===== src/rtl/seg7_scan_driver.sv =====
// Time-multiplexed common-anode seven-segment driver with a double-buffered value that commits only at frame wrap.
// Optional leading-zero blanking is compiled in when SEG7_LZB_EN is defined.
module seg7_scan_driver #(
    parameter int DIGITS           = 4,
    parameter int CYCLES_PER_DIGIT = 100000
) (
    input  logic                  CLK,
    input  logic                  RST_N,
    input  logic [4*DIGITS-1:0]   VALUE,
    input  logic                  LOAD,
    input  logic [DIGITS-1:0]     DP_IN,
    input  logic                  BLANK,
    output logic                  PENDING,
    output logic                  FRAME,
    output logic [DIGITS-1:0]     AN,
    output logic [6:0]            seg,
    output logic                  dp
);

    localparam int DIV_W = (CYCLES_PER_DIGIT > 1) ? $clog2(CYCLES_PER_DIGIT) : 1;
    localparam int IDX_W = (DIGITS > 1) ? $clog2(DIGITS) : 1;

    logic [DIV_W-1:0]    div_reg;
    logic [IDX_W-1:0]    idx_reg;
    logic [4*DIGITS-1:0] staging_reg;
    logic [DIGITS-1:0]   staging_dp_reg;
    logic [4*DIGITS-1:0] shadow_reg;
    logic [DIGITS-1:0]   shadow_dp_reg;

    logic                last_div;
    logic                commit;
    logic [3:0]          cur_nib;
    logic                cur_dp;
    logic                cur_blank;
    logic [DIGITS-1:0]   an_next;
    logic [6:0]          seg_next;

    assign last_div = (div_reg == DIV_W'(CYCLES_PER_DIGIT - 1));
    assign commit   = last_div && (idx_reg == IDX_W'(DIGITS - 1));

    function automatic logic [6:0] hex_to_seg(input logic [3:0] n);
        case (n)
            4'h0: hex_to_seg = 7'b1000000;
            4'h1: hex_to_seg = 7'b1111001;
            4'h2: hex_to_seg = 7'b0100100;
            4'h3: hex_to_seg = 7'b0110000;
            4'h4: hex_to_seg = 7'b0011001;
            4'h5: hex_to_seg = 7'b0010010;
            4'h6: hex_to_seg = 7'b0000010;
            4'h7: hex_to_seg = 7'b1111000;
            4'h8: hex_to_seg = 7'b0000000;
            4'h9: hex_to_seg = 7'b0010000;
            4'hA: hex_to_seg = 7'b0001000;
            4'hB: hex_to_seg = 7'b0000011;
            4'hC: hex_to_seg = 7'b1000110;
            4'hD: hex_to_seg = 7'b0100001;
            4'hE: hex_to_seg = 7'b0000110;
            default: hex_to_seg = 7'b0001110;
        endcase
    endfunction

`ifdef SEG7_LZB_EN
    // lz_blank[i] is set when nibbles i..DIGITS-1 of the shown value are all zero
    logic [DIGITS-1:0] lz_blank;
    generate
        for (genvar gi = 0; gi < DIGITS; gi++) begin : g_lz
            if (gi == 0) begin : g_first
                assign lz_blank[gi] = 1'b0;
            end else begin : g_rest
                assign lz_blank[gi] = (shadow_reg[4*DIGITS-1:4*gi] == '0);
            end
        end
    endgenerate
`endif

    always_comb begin
        cur_nib   = 4'h0;
        cur_dp    = 1'b0;
        cur_blank = 1'b0;
        an_next   = '1;
        for (int i = 0; i < DIGITS; i++) begin
            if (idx_reg == IDX_W'(i)) begin
                cur_nib = shadow_reg[4*i +: 4];
                cur_dp  = shadow_dp_reg[i];
`ifdef SEG7_LZB_EN
                cur_blank = lz_blank[i];
`endif
                // div==0 is the ghost-guard cycle: no anode while segments settle
                if (div_reg != '0 && !BLANK)
                    an_next[i] = 1'b0;
            end
        end
        seg_next = cur_blank ? 7'b1111111 : hex_to_seg(cur_nib);
    end

    always_ff @(posedge CLK or negedge RST_N) begin
        if (!RST_N) begin
            div_reg        <= '0;
            idx_reg        <= '0;
            staging_reg    <= '0;
            staging_dp_reg <= '0;
            shadow_reg     <= '0;
            shadow_dp_reg  <= '0;
            PENDING        <= 1'b0;
            FRAME          <= 1'b0;
            AN             <= '1;
            seg            <= 7'b1111111;
            dp             <= 1'b1;
        end else begin
            if (last_div) begin
                div_reg <= '0;
                idx_reg <= (idx_reg == IDX_W'(DIGITS - 1)) ? '0 : idx_reg + 1'b1;
            end else begin
                div_reg <= div_reg + 1'b1;
            end

            FRAME <= commit;

            if (commit) begin
                // A LOAD coinciding with the commit is newer than anything staged
                if (LOAD) begin
                    shadow_reg    <= VALUE;
                    shadow_dp_reg <= DP_IN;
                end else if (PENDING) begin
                    shadow_reg    <= staging_reg;
                    shadow_dp_reg <= staging_dp_reg;
                end
                PENDING <= 1'b0;
            end else if (LOAD) begin
                staging_reg    <= VALUE;
                staging_dp_reg <= DP_IN;
                PENDING        <= 1'b1;
            end

            AN  <= an_next;
            seg <= seg_next;
            dp  <= ~cur_dp;
        end
    end

endmodule


===== config.mk =====
export PLATFORM = sky130hd
export DESIGN_NAME = seg7_scan_driver
export DESIGN_NICKNAME = d
export VERILOG_FILES = /design/src/rtl/seg7_scan_driver.sv
export SDC_FILE = /design/constraint.sdc
export NUM_CORES = 1
export LEC_CHECK = 0
export ABC_AREA = 1
export BUFFER_PORTS_ARGS = -buffer_cell sky130_fd_sc_hd__clkbuf_2
export CAP_MARGIN = 20
export CORE_ASPECT_RATIO = 0.75
export CORE_MARGIN = 2
export CORE_UTILIZATION = 45
export DETAILED_ROUTE_END_ITERATION = 10
export GPL_ROUTABILITY_DRIVEN = 1
export PLACE_DENSITY = 0.71
export SETUP_SLACK_MARGIN = 0.5
export SYNTH_ARGS = -nofsm -noshare
export SYNTH_HDL_FRONTEND = slang
export SYNTH_SLANG_ARGS = --single-unit

===== constraint.sdc =====
create_clock -name CLK -period 2.7 [get_ports CLK]
set_clock_uncertainty 0.15 [all_clocks]
set_input_delay 0 -clock CLK [delete_from_list [all_inputs] [get_ports CLK]]
set_output_delay 0 -clock CLK [all_outputs]
set_load 0.03 [all_outputs]

### Word-level counts from Yosys, hierarchy flattened

Memories as Yosys holds them, arrays and structs flattened. A register that Yosys moved wholly into a read port is not among the register bits.
Index checks and enable logic that the tools add are counted.

* bits in registers: 66
* memory bits (read-only): 112
* bits of input ports: 24
* output and inout bits: 14
* word-level logic and storage cells: 50
* memories: 1

Memories
* (no name shown): depth 16, width 7, rd ports 1, clocked after Yosys merged registers in 1, wr ports 0, RTL line 42 `case (n)`

* add/sub/neg operators: 2
* equal/unequal tests: 4
* muxes and demuxes: 21
* bitwise logic cells: 2
* reductions and logical operators: 10

Operators with widths (count)
* $mux W16: 2
* $mux W4: 6
* $add A17 B1 Y17 const B: 1
* $eq A17 B17 Y1 const B: 1
* $mux W17: 1
* $reduce_bool A17 Y1: 1
* $mux W1: 11
* $eq A2 B2 Y1 const B: 2
* $reduce_and A2 Y1: 2
* $reduce_bool A2 Y1: 2
* $add A2 B1 Y2 const B: 1
* $eq A2 B1 Y1 const B: 1
* $logic_and A1 B1 Y1: 2
* $logic_not A1 Y1: 2
* $logic_not A2 Y1: 1
* $mux W2: 1
* $not A1 Y1: 2

### Depth between registers and ports, before layout

Gate-level depths: netlist of the first run.

* word-level depth: 6
* mapped depth: 14
* mapped depth without buffers: 14

### Worst setup path after synthesis of the first run

OpenSTA, ideal clock, no wires.

* path type: reg2reg
* start: register idx_reg[1]
* end: register seg[5]
* setup time: 0.076 ns
* data arrival time: 1.655 ns
* required time: 2.474 ns
* slack: 0.819 ns
* cell stages (with the launch flop): 15
* path buffers: 0
* clock period less this slack: 1.881 ns
* path through: dfrtp_1 inv_1 ha_1 inv_2 nand3_1 nand2_1 nand2_1 nand2_1 nand2_1 inv_1 ha_1 nand2_1 nand2_1 nand2_1 nand2_1

* word-level cells in the longest chain between the ends: 5
* elaborated cells on any way between the ends: 8
* classes of those cells: 3 x eq/ne; 4 x mux; 1 x reduce/logical

RTL lines
* start: declaration: RTL line 24 `logic [IDX_W-1:0] idx_reg;`
* start signal: assignment: RTL line 112 `idx_reg <= (idx_reg == IDX_W'(DIGITS - 1)) ? '0 : idx_reg + 1'b1;`
* $logic_not A2 Y1: RTL line 82 `if (idx_reg == IDX_W'(i)) begin`
* $mux W4 (3 in series): RTL line 82
* $mux W4 *: RTL line 82
* end: declaration: RTL line 16 `output logic [6:0] seg,`

Mark *: on every way between the ends. The rest lies on a longest branch, timed or not.
A chain may end at the register's enable or synchronous reset.

### Final worst setup path of the first run

* start: register idx_reg[1]
* end: register staging_dp_reg[3]

* word-level cells in the longest chain between the ends: 4

RTL lines
* $eq A2 B2 Y1: RTL line 39 `assign commit = last_div && (idx_reg == IDX_W'(DIGITS - 1));`
* $logic_and A1 B1 Y1: RTL line 39
* $not A1 Y1 (no line)
* $reduce_and A2 Y1 (no line)
* end signal: assignment: RTL line 101 `staging_dp_reg <= '0;`
* end signal: assignment: RTL line 131 `staging_dp_reg <= DP_IN;`
* end: declaration: RTL line 26 `logic [DIGITS-1:0] staging_dp_reg;`

Every way passes these cells.

==> results of run 1 <==
-- stage by stage --
| stage | cells | utilization (%) | power [mW] | cell area (um2) |
|---|---|---|---|---|
| floorplan | 515 | - | 1.220 | 4049 |
| global placement | 646 | 49.88 | 1.277 | 4289 |
| detailed placement | 646 | 49.88 | 1.280 | 4289 |
| CTS | 684 | 56.06 | 2.549 | 4821 |
| global route | 684 | 56.15 | 2.607 | 4828 |
| finish | 684 | 56.15 | 2.524 | 4828 |
-- layout make-up --
class                   count  area share, %
flip-flops and latches     73          38.14
multi-input cells         343          37.11
repair buffers             66          9.484
inverters                  78          6.064
clock buffers              14          5.675
well taps                 108          2.799
clock inverters             2         0.7256
-- placed cells by master, fill, tap and decap left out, types with 2 or more instances in the layout --
| cell | count |
|---|---|
| o21ai_0 | 6 |
| ha_2 | 2 |
| nor3_1 | 5 |
| nand2_2 | 2 |
| nand3b_1 | 2 |
| nor2_2 | 3 |
| nor4_1 | 2 |
| dlygate4sd3_1 | 22 |
| nand2_1 | 163 |
| clkbuf_8 | 3 |
| inv_1 | 76 |
| clkbuf_1 | 2 |
| nand4_1 | 26 |
| xor2_1 | 7 |
| dfrtp_1 | 61 |
| ha_1 | 10 |
| nand2_4 | 2 |
| clkbuf_16 | 9 |
| inv_2 | 2 |
| nor2_1 | 25 |
| buf_4 | 7 |
| a21oi_1 | 8 |
| nor3b_1 | 2 |
| clkbuf_2 | 36 |
| mux2i_1 | 20 |
| dfstp_2 | 12 |
| nand3_1 | 49 |
-- Yosys cell counts (all sizes together) (4+ instances only) --
cell,instances,share of area [%]
o21ai,7,0.87
mux2i,20,4.9
nor2,29,3.0
nor3,5,0.62
clkbuf,4,0.37
buf,17,2.9
nand3,49,6.1
nand2,167,16
dfrtp,61,38
inv,78,7.2
dfstp,12,7.8
ha,12,3.7
xor2,7,1.5
a21oi,9,1.2
nand4,26,4.0
-- power by group --
group          internal, mW  switching (mW)  total, mW
clock                 0.790           0.449       1.24
sequential             1.12          0.0134       1.14
combinational        0.0664          0.0817      0.148
-- logic make-up after synthesis --
logic type	count (synthesis)
compound gates	18
flops	73
fa+ha+maj	12
xor+xnor	8
buf+inv	99
simple gates	285
mux	20
-- worst max-delay path: stages, from the launching register on --
cell	delay, ps
dfrtp_1	410
ha_1	430
buf_4	370
nand2_4	220
nand2_4	250
nand2_1	80
nand2_1	60
-- metal layers --
layer / wire length, um / part of all wire, %
met1: 4468 / 50
met2: 3762 / 42
met3: 583 / 6.6
met4: 67 / 0.75
met5: 0 / 0
-- path summary, 6_finish.rpt --
kind,slack [ps],startpoint,to,cells past startpoint
worst max-delay path,630,idx_reg[1],staging_dp_reg[3],6
worst min-delay path,20,RST_N,staging_reg[2],2
worst max register to register,630,idx_reg[1],staging_dp_reg[3],6
worst min register to register,320,staging_reg[6],staging_reg[6],2
max in group asynchronous,1560,RST_N,seg[2],3
min in group CLK,120,LOAD,staging_reg[0],3
-- what timing repair did --
item / 4_1_cts / 5_1_grt
hold endpoints to repair: 76 / 0
gates cloned: 0 / 0
hold buffers: 22 / 0
endpoints found under the setup margin: 1 / 21
gates resized for setup: 1 / 3
==> out/summary.txt, run 1 <==
outcome = complete, no violations
Synth Instances = 515
compound-cell area share of the yosys netlist = 2.441%
largest family of logic cells by synthesized area = simple AND/OR/NAND/NOR gates
Worst-path clk slew = 50 ps
Critical Path RT = 2830 ps
Filler cells = 789
vias per cell = 5.003
kind of critical path = reg2reg
Layout area overhead = 19.25%
DR iter-0 viols = 337
Starting Density = 47.08%
Relative slew margins = 63.29%
Post-synth ARST share = 100.0%
gr usage total = 19.36%
first-pass GRT wire length = 14.91 mm
setup TNS = 0 ps
Leakage = 2.557 nW
Post-Synth Simple-Gate Area = 31.18%
gpl congestion = 0.9373
Total Routed Length = 8.881 mm
Max-Cap Viols = 0
CTS H-tree lvls = 3
Peak VDD IR = 0.3694 mV
Post-DRT Antenna Nets = 0
Die ar. = 9780 um2
hold_ws = 23.51 ps
row cnt = 29
drt wl/cell = 12.98 um
post-layout min period = 2067 ps
Post-Syn Nets = 551
# diodes = 0
Register Area = 1842 um2
chip height = 86.15 um
post-detail-place hpwl = 6.072 mm
die width = 113.5 um
1st-pass router iterations = 4
post-synthesis adder-cell area fraction = 3.708%
number of I/O pins = 38
Max clock buf depth = 2
register area share after synthesis = 45.49%
Synth Register Bits = 73
RSZ-0062 raised after global routing = yes
CTS root buffer = clkbuf_16
Synth Area in XOR/XNOR = 1.731%
number of synthesized flops with an enable pin = 0
Netlist cell types = 34
Post-CTS Setup Bufs = 0
buffers added on ports = 37
max reg flops = 17
WP data arrival = 2190 ps
CP Capture Type = flip-flop
Warnings, synthesis = 0
CTS buffer count = 9
met1 Use GR = 29.11%
Setup Viol. Count Final = 0
Cell Area, Synth = 4049 um2
final hold violation count = 0
worst slack, placed = 513.6 ps
layout cells sized above 1 = 14.58%
largest net degree at the start of global routing = 31
worst-margin pin slew = 547.0 ps
nets@finish = 607
final worst setup slack = 633.3 ps
drt drc = 0
multi-input logic area = 1792 um2
final number of max-transition violations = 0
Hold WC Path Type = in2async
total core area = 8600 um2
met2 Use GR = 27.38%
initial antenna violation count = 0
clk sink count = 73
Critical Path Start Type = flip-flop
final cycle utilization of the critical path = 76.55%
Max Clock Freq = 483.9 MHz
grt ovf = 0
CTS tree = done
GRT met3 Usage = 5.230%
vias in the first global route = 3093
multiplexer area fraction after synthesis = 4.944%
syn avg cell area = 7.862 um2
ys flop type = dfrtp_1
Vias = 3422
clock latency on the worst-skew pair = 340 ps
Max FO, Critical Path = 24
GRT busiest layer = met1
pwr dens = 522.7 nW/um2
Note: power is estimated with default switching activity, not from simulation.
==> run 2: changes to the inputs <==
--- a/config.mk
+++ b/config.mk
@@ -13,7 +13,7 @@
 export CORE_UTILIZATION = 45
 export DETAILED_ROUTE_END_ITERATION = 10
 export GPL_ROUTABILITY_DRIVEN = 1
-export PLACE_DENSITY = 0.71
+export PLACE_DENSITY = 0.74
 export SETUP_SLACK_MARGIN = 0.5
 export SYNTH_ARGS = -nofsm -noshare
 export SYNTH_HDL_FRONTEND = slang
==> constraint.sdc (replaced) <==
create_clock -name CLK -period 1.8 [get_ports CLK]
set_clock_uncertainty 0.15 [all_clocks]
set_input_delay 0 -clock CLK [delete_from_list [all_inputs] [get_ports CLK]]
set_output_delay 0 -clock CLK [all_outputs]
set_load 0.03 [all_outputs]
==> run 2 against run 1 <==
Compared with the run above: the run now ends with negative setup slack left; first-iteration DRC count shrank 23%; critical path depth grew 6; die area is the same; cell area grew 31%; sequential cell count is the same; core utilization grew 17 points.
==> out/summary.txt, run 2 (synthesis results as in run 1) <==
Critical Path Start Type = flip-flop
Util after Layout = 73.62% (+17 points)
Critical-path top delay cell = dfrtp_1
final cycle utilization of the critical path = 105.2% (+29 points)
die width = 113.5 um (unchanged)
Hold WC Path Type = in2async
Total Routed Length = 12.43 mm (+40%)
Die ar. = 9780 um2 (unchanged)
Setup Viol. Count Final = 40 (+40)
number of instances in the placed design = 685 (+6.0%)
Post-DRT Antenna Nets = 0 (unchanged)
Leakage = 3.190 nW (+25%)
Worst-path clk slew = 60 ps (about the same)
Peak VDD IR = 0.6694 mV (+81%)
R2R cell count = 12 (+6)
1st-pass router iterations = 6 (+2)
CTS root buffer = clkbuf_16
# diodes = 0 (unchanged)
RSZ-0062 raised after global routing = yes
failing checks = negative setup slack
outcome = complete, but fails checks
worst-margin pin slew = 546.0 ps (-1.002 ps)
final hold violation count = 0 (unchanged)
largest net degree at the start of global routing = 30 (-3.2%)
post-detail-place hpwl = 7.036 mm (+16%)
commonest non-fill, non-tap cell in the layout = nand2_1
WP data arrival = 2020 ps (-170 ps)
sequence of cells on the critical path = ha_4, nand2_4, buf_6, buf_6, buf_6, inv_4, nand2_4, nor3_4, nand2_1, nand2_1, nand2_1, nor2_1
post-layout min period = 1893 ps (-174.0 ps)
drt wl/cell = 16.23 um (+25%)
DR iter-0 viols = 258 (-23%)
number of I/O pins = 38 (unchanged)
Critical Path RT = 1930 ps (-900 ps)
initial antenna violation count = 0 (unchanged)
final number of max-transition violations = 0 (unchanged)
clk sink count = 73 (unchanged)
pwr dens = 577.7 nW/um2 (+11%)
row cnt = 29 (unchanged)
Filler cells = 552 (-30%)
clock latency on the worst-skew pair = 340 ps (about the same)
final worst setup slack = -92.80 ps (-726.0 ps)
Starting Density = 47.08% (unchanged)
layout cells sized above 1 = 46.35% (+32 points)
Relative slew margins = 63.60% (+0.31 points)
CP Capture Type = flip-flop
Max Clock Freq = 528.3 MHz (+9.2%)
Layout area overhead = 56.37%
buffers added on ports = 37 (unchanged)
Vias = 4053 (+18%)
Register Area = 1843 um2 (about the same)
chip height = 86.15 um (unchanged)
CTS buffer count = 9 (unchanged)
most frequent cells in the layout = nand2_1 (115), dfrtp_1 (60), inv_1 (55), buf_4 (50)
drt drc = 0 (unchanged)
vias per cell = 5.291 (+5.8%)
vias in the first global route = 3899 (+26%)
Max clock buf depth = 2 (unchanged)
nets@finish = 689 (+14%)
first-pass GRT wire length = 18.77 mm (+26%)
Max FO, Critical Path = 3 (-88%)
setup TNS = -1668 ps (-1668 ps)
multi-input logic area = 2509 um2 (+40%)
max reg flops = 17 (unchanged)
kind of critical path = reg2reg
Max-Cap Viols = 0 (unchanged)
CTS tree = done
Largest stage delay, worst path = 420 ps (about the same)
gpl congestion = 0.9361 (-0.13%)
Post-Layout Cell Count = 766 (+12%)
gr usage total = 24.37% (+5.0 points)
hold_ws = 25.24 ps (+1.733 ps)
CTS H-tree lvls = 3 (unchanged)
grt ovf = 0 (unchanged)
total core area = 8600 um2 (unchanged)
[run 2: cell type report]
cell class / count / area share (%)
Timing Repair Buffer: 147 / 19.96
Clock inverter: 6 / 0.6917
Multi-Input combinational cell: 344 / 39.62
Inverter: 78 / 4.862
Sequential cell: 73 / 29.11
Clock buffer: 10 / 3.617
Tap cell: 108 / 2.134
[run 2: what timing repair did]
action	in CTS	in global routing
resized for setup	97	83
endpoints found under the hold margin	105	0
pin swaps	36	34
endpoints found under the setup margin	72	73
gates cloned	4	1
hold buffers	23	0
setup buffers	20	17
[run 2: worst max-delay path: cells and delay by family, from the launching register on]
| family | cells | cell delay [ps] |
|---|---|---|
| and+or+nand+nor | 7 | 660 |
| DFF | 1 | 420 |
| buffers and inverters | 4 | 400 |
| adders and majority gates | 1 | 190 |
[run 2: routing by layer]
metal	track usage, %	wire [um]	up-vias
met1	32.03	5244	1935
met5	0	0	-
met3	4.876	788	37
met4	6.319	357	0
met2	41.54	6042	179
li1	-	-	1902
[run 2: final timing paths]
check                               endpoint              from  slack [ps]
hold / removal             staging_dp_reg[1]             RST_N          30
setup reg to reg                 div_reg[16]        div_reg[0]         -90
max in group asynchronous             seg[5]             RST_N         850
setup / recovery                 div_reg[16]        div_reg[0]         -90
hold reg to reg                           dp  shadow_dp_reg[3]         320
min in group CLK              staging_reg[5]              LOAD         100
[run 2: stage by stage]
stage,power (mW),worst slack (ps),cell area (um2)
floorplan,1.840,65.20,4333
global placement,1.931,-22.77,4871
detailed placement,1.941,-85.29,4871
CTS,3.657,14.62,5892
global route,3.765,-145.2,6331
finish,3.658,-92.80,6331
[run 2: report_power, final]
group          switching, mW  internal [mW]
clock network          0.754          0.938
registers             0.0223           1.68
logic                  0.139          0.120
==> run 3: changes to the inputs <==
--- a/config.mk
+++ b/config.mk
@@ -18,3 +18,4 @@
 export SYNTH_ARGS = -nofsm -noshare
 export SYNTH_HDL_FRONTEND = slang
 export SYNTH_SLANG_ARGS = --single-unit
+export TNS_END_PERCENT = 50
==> run 3 against run 2 <==
Compared with the run above: the flow still finishes with violations (negative setup slack); clock power decreased by 5%; cell area decreased by 6.5%; via count decreased by 4.6%; critical endpoint is now seg[6]; largest power group unchanged; highest routed layer unchanged.
==> out/summary.txt, run 3 (synthesis results as in run 1) <==
final number of max-transition violations = 0 (unchanged)
clk sink count = 73 (unchanged)
drt drc = 0 (unchanged)
Worst-path clk slew = 60 ps (about the same)
Total Routed Length = 11.31 mm (-9.0%)
final cycle utilization of the critical path = 103.9% (-1.3 points)
chip height = 86.15 um (unchanged)
gr usage total = 22.65% (-1.7 points)
worst-margin pin slew = 593.6 ps (+47.63 ps)
commonest non-fill, non-tap cell in the layout = nand2_1
DR iter-0 viols = 244 (-5.4%)
kind of critical path = reg2reg
CTS H-tree lvls = 3 (unchanged)
max reg flops = 17 (unchanged)
Post-Layout Inst Area = 5917 um2 (-6.5%)
Relative slew margins = 60.42% (-3.2 points)
final hold violation count = 0 (unchanged)
die width = 113.5 um (unchanged)
nets@finish = 666 (-3.3%)
pwr dens = 604.3 nW/um2 (+4.6%)
post-layout min period = 1870 ps (-23.12 ps)
Starting Density = 47.08% (unchanged)
post-detail-place hpwl = 6.944 mm (-1.3%)
clock latency on the worst-skew pair = 340 ps (about the same)
Die ar. = 9780 um2 (unchanged)
vias in the first global route = 3585 (-8.1%)
# diodes = 0 (unchanged)
largest net degree at the start of global routing = 33 (+10%)
layout cells sized above 1 = 37.22% (-9.1 points)
Max clock buf depth = 2 (unchanged)
RSZ-0062 raised after global routing = yes
Peak VDD IR = 0.5334 mV (-20%)
CTS tree = done
Post-DRT Antenna Nets = 0 (unchanged)
Max FO, Critical Path = 6 (+3)
CTS root buffer = clkbuf_16
grt ovf = 0 (unchanged)
Critical Path Start Type = flip-flop
worst slack, placed = -111.1 ps (-25.76 ps)
Leakage = 3.001 nW (-5.9%)
Critical Path RT = 1910 ps (-20 ps)
CTS buffer count = 9 (unchanged)
Setup Viol. Count Final = 29 (-28%)
setup TNS = -1084 ps (+583.1 ps)
outcome = complete, but fails checks
first-pass GRT wire length = 17.36 mm (-7.5%)
gpl congestion = 0.9009 (-3.8%)
Max Clock Freq = 534.9 MHz (+1.2%)
vias per cell = 5.212 (-1.5%)
initial antenna violation count = 0 (unchanged)
number of I/O pins = 38 (unchanged)
CP Capture Type = flip-flop
most frequent cells in the layout = nand2_1 (137), inv_1 (66), dfrtp_1 (59), buf_4 (45), clkbuf_2 (36)
total core area = 8600 um2 (unchanged)
Hold WC Path Type = in2reg
buffers added on ports = 37 (unchanged)
Post-DP Area = 4783 um2 (-1.8%)
Max-Cap Viols = 0 (unchanged)
Vias = 3867 (-4.6%)
Util after Layout = 68.81% (-4.8 points)
row cnt = 29 (unchanged)
1st-pass router iterations = 5 (-1)
Layout area overhead = 46.14%
WP data arrival = 1980 ps (-40 ps)
total power = 3.576 mW (-2.2%)
final worst setup slack = -69.68 ps (+23.12 ps)
failing checks = negative setup slack
drt wl/cell = 15.25 um (-6.1%)
-- run 3: changes by cell type in the layout (fill, tap and decap cells not counted), moves of 4 or more --
cell     change
nand2_1     +22
buf_6       -20
nand2_2     -16
inv_1       +11
inv_2       -10
nor2_4       -7
nand2_4      -6
buf_4        -5
nor2_1       +4
-- run 3: final timing paths --
path | start | to | slack (ps) | cells after the start
setup / recovery | idx_reg[1] | seg[6] | -70 | 14
hold / removal | LOAD | staging_reg[0] | 30 | 4
setup reg to reg | idx_reg[1] | seg[6] | -70 | 14
hold reg to reg | shadow_dp_reg[3] | dp | 300 | 1
max in group asynchronous | RST_N | staging_reg[2] | 780 | 3
min in group asynchronous | RST_N | shadow_dp_reg[2] | 50 | 2
-- run 3: cell type report --
| class | instances | area, um2 |
|---|---|---|
| fillers | 662 | 2683 |
| multi-input cells | 345 | 2336 |
| flip-flops and latches | 73 | 1844 |
| repair buffers | 123 | 1036 |
| inverters | 78 | 302.8 |
| clock buffers | 10 | 229.0 |
| well taps | 108 | 135.1 |
| clock inverters | 5 | 33.78 |
-- run 3: timing repair --
item	in CTS	in global routing
pin swaps	16	47
endpoints found under the setup margin	71	72
cloned	2	2
hold endpoints to repair	88	0
setup buffers	10	5
gates resized for setup	29	79
hold buffers	23	0
-- run 3: critical path: stages (launching register included) --
cell     delay, ps
dfrtp_1        410
inv_2          120
ha_4           200
inv_4           50
nand3_2         70
nand2_2         80
nand2_2         80
nand2_2         60
nand2_4        130
inv_4           60
ha_4           150
nand2_2         80
nand2_1         50
nand2_1         50
nand2_1         50
-- run 3: where the power goes --
| part | switching [mW] | internal, mW | total [mW] |
|---|---|---|---|
| sequential | 0.0249 | 1.69 | 1.71 |
| clock | 0.676 | 0.921 | 1.60 |
| combinational | 0.148 | 0.120 | 0.268 |
| total | 0.850 | 2.73 | 3.58 |
-- run 3: layer usage --
layer,vias to the layer above,part of all wire [%],global-route usage (%)
met3,22,5.7,6.502
met5,-,0,0
met1,1852,45,32.23
met2,135,47,34.19
met4,0,1.6,5.765
li1,1858,-,-
-- run 3: per-stage QoR --
stage | std cells | hold WS [ps]
2_1_floorplan | 515 | -445.6
3_3_place_gp | 685 | -114.7
3_5_place_dp | 685 | -114.0
4_1_cts | 735 | 2.659
5_1_grt | 742 | 59.87
6_report | 742 | 33.73
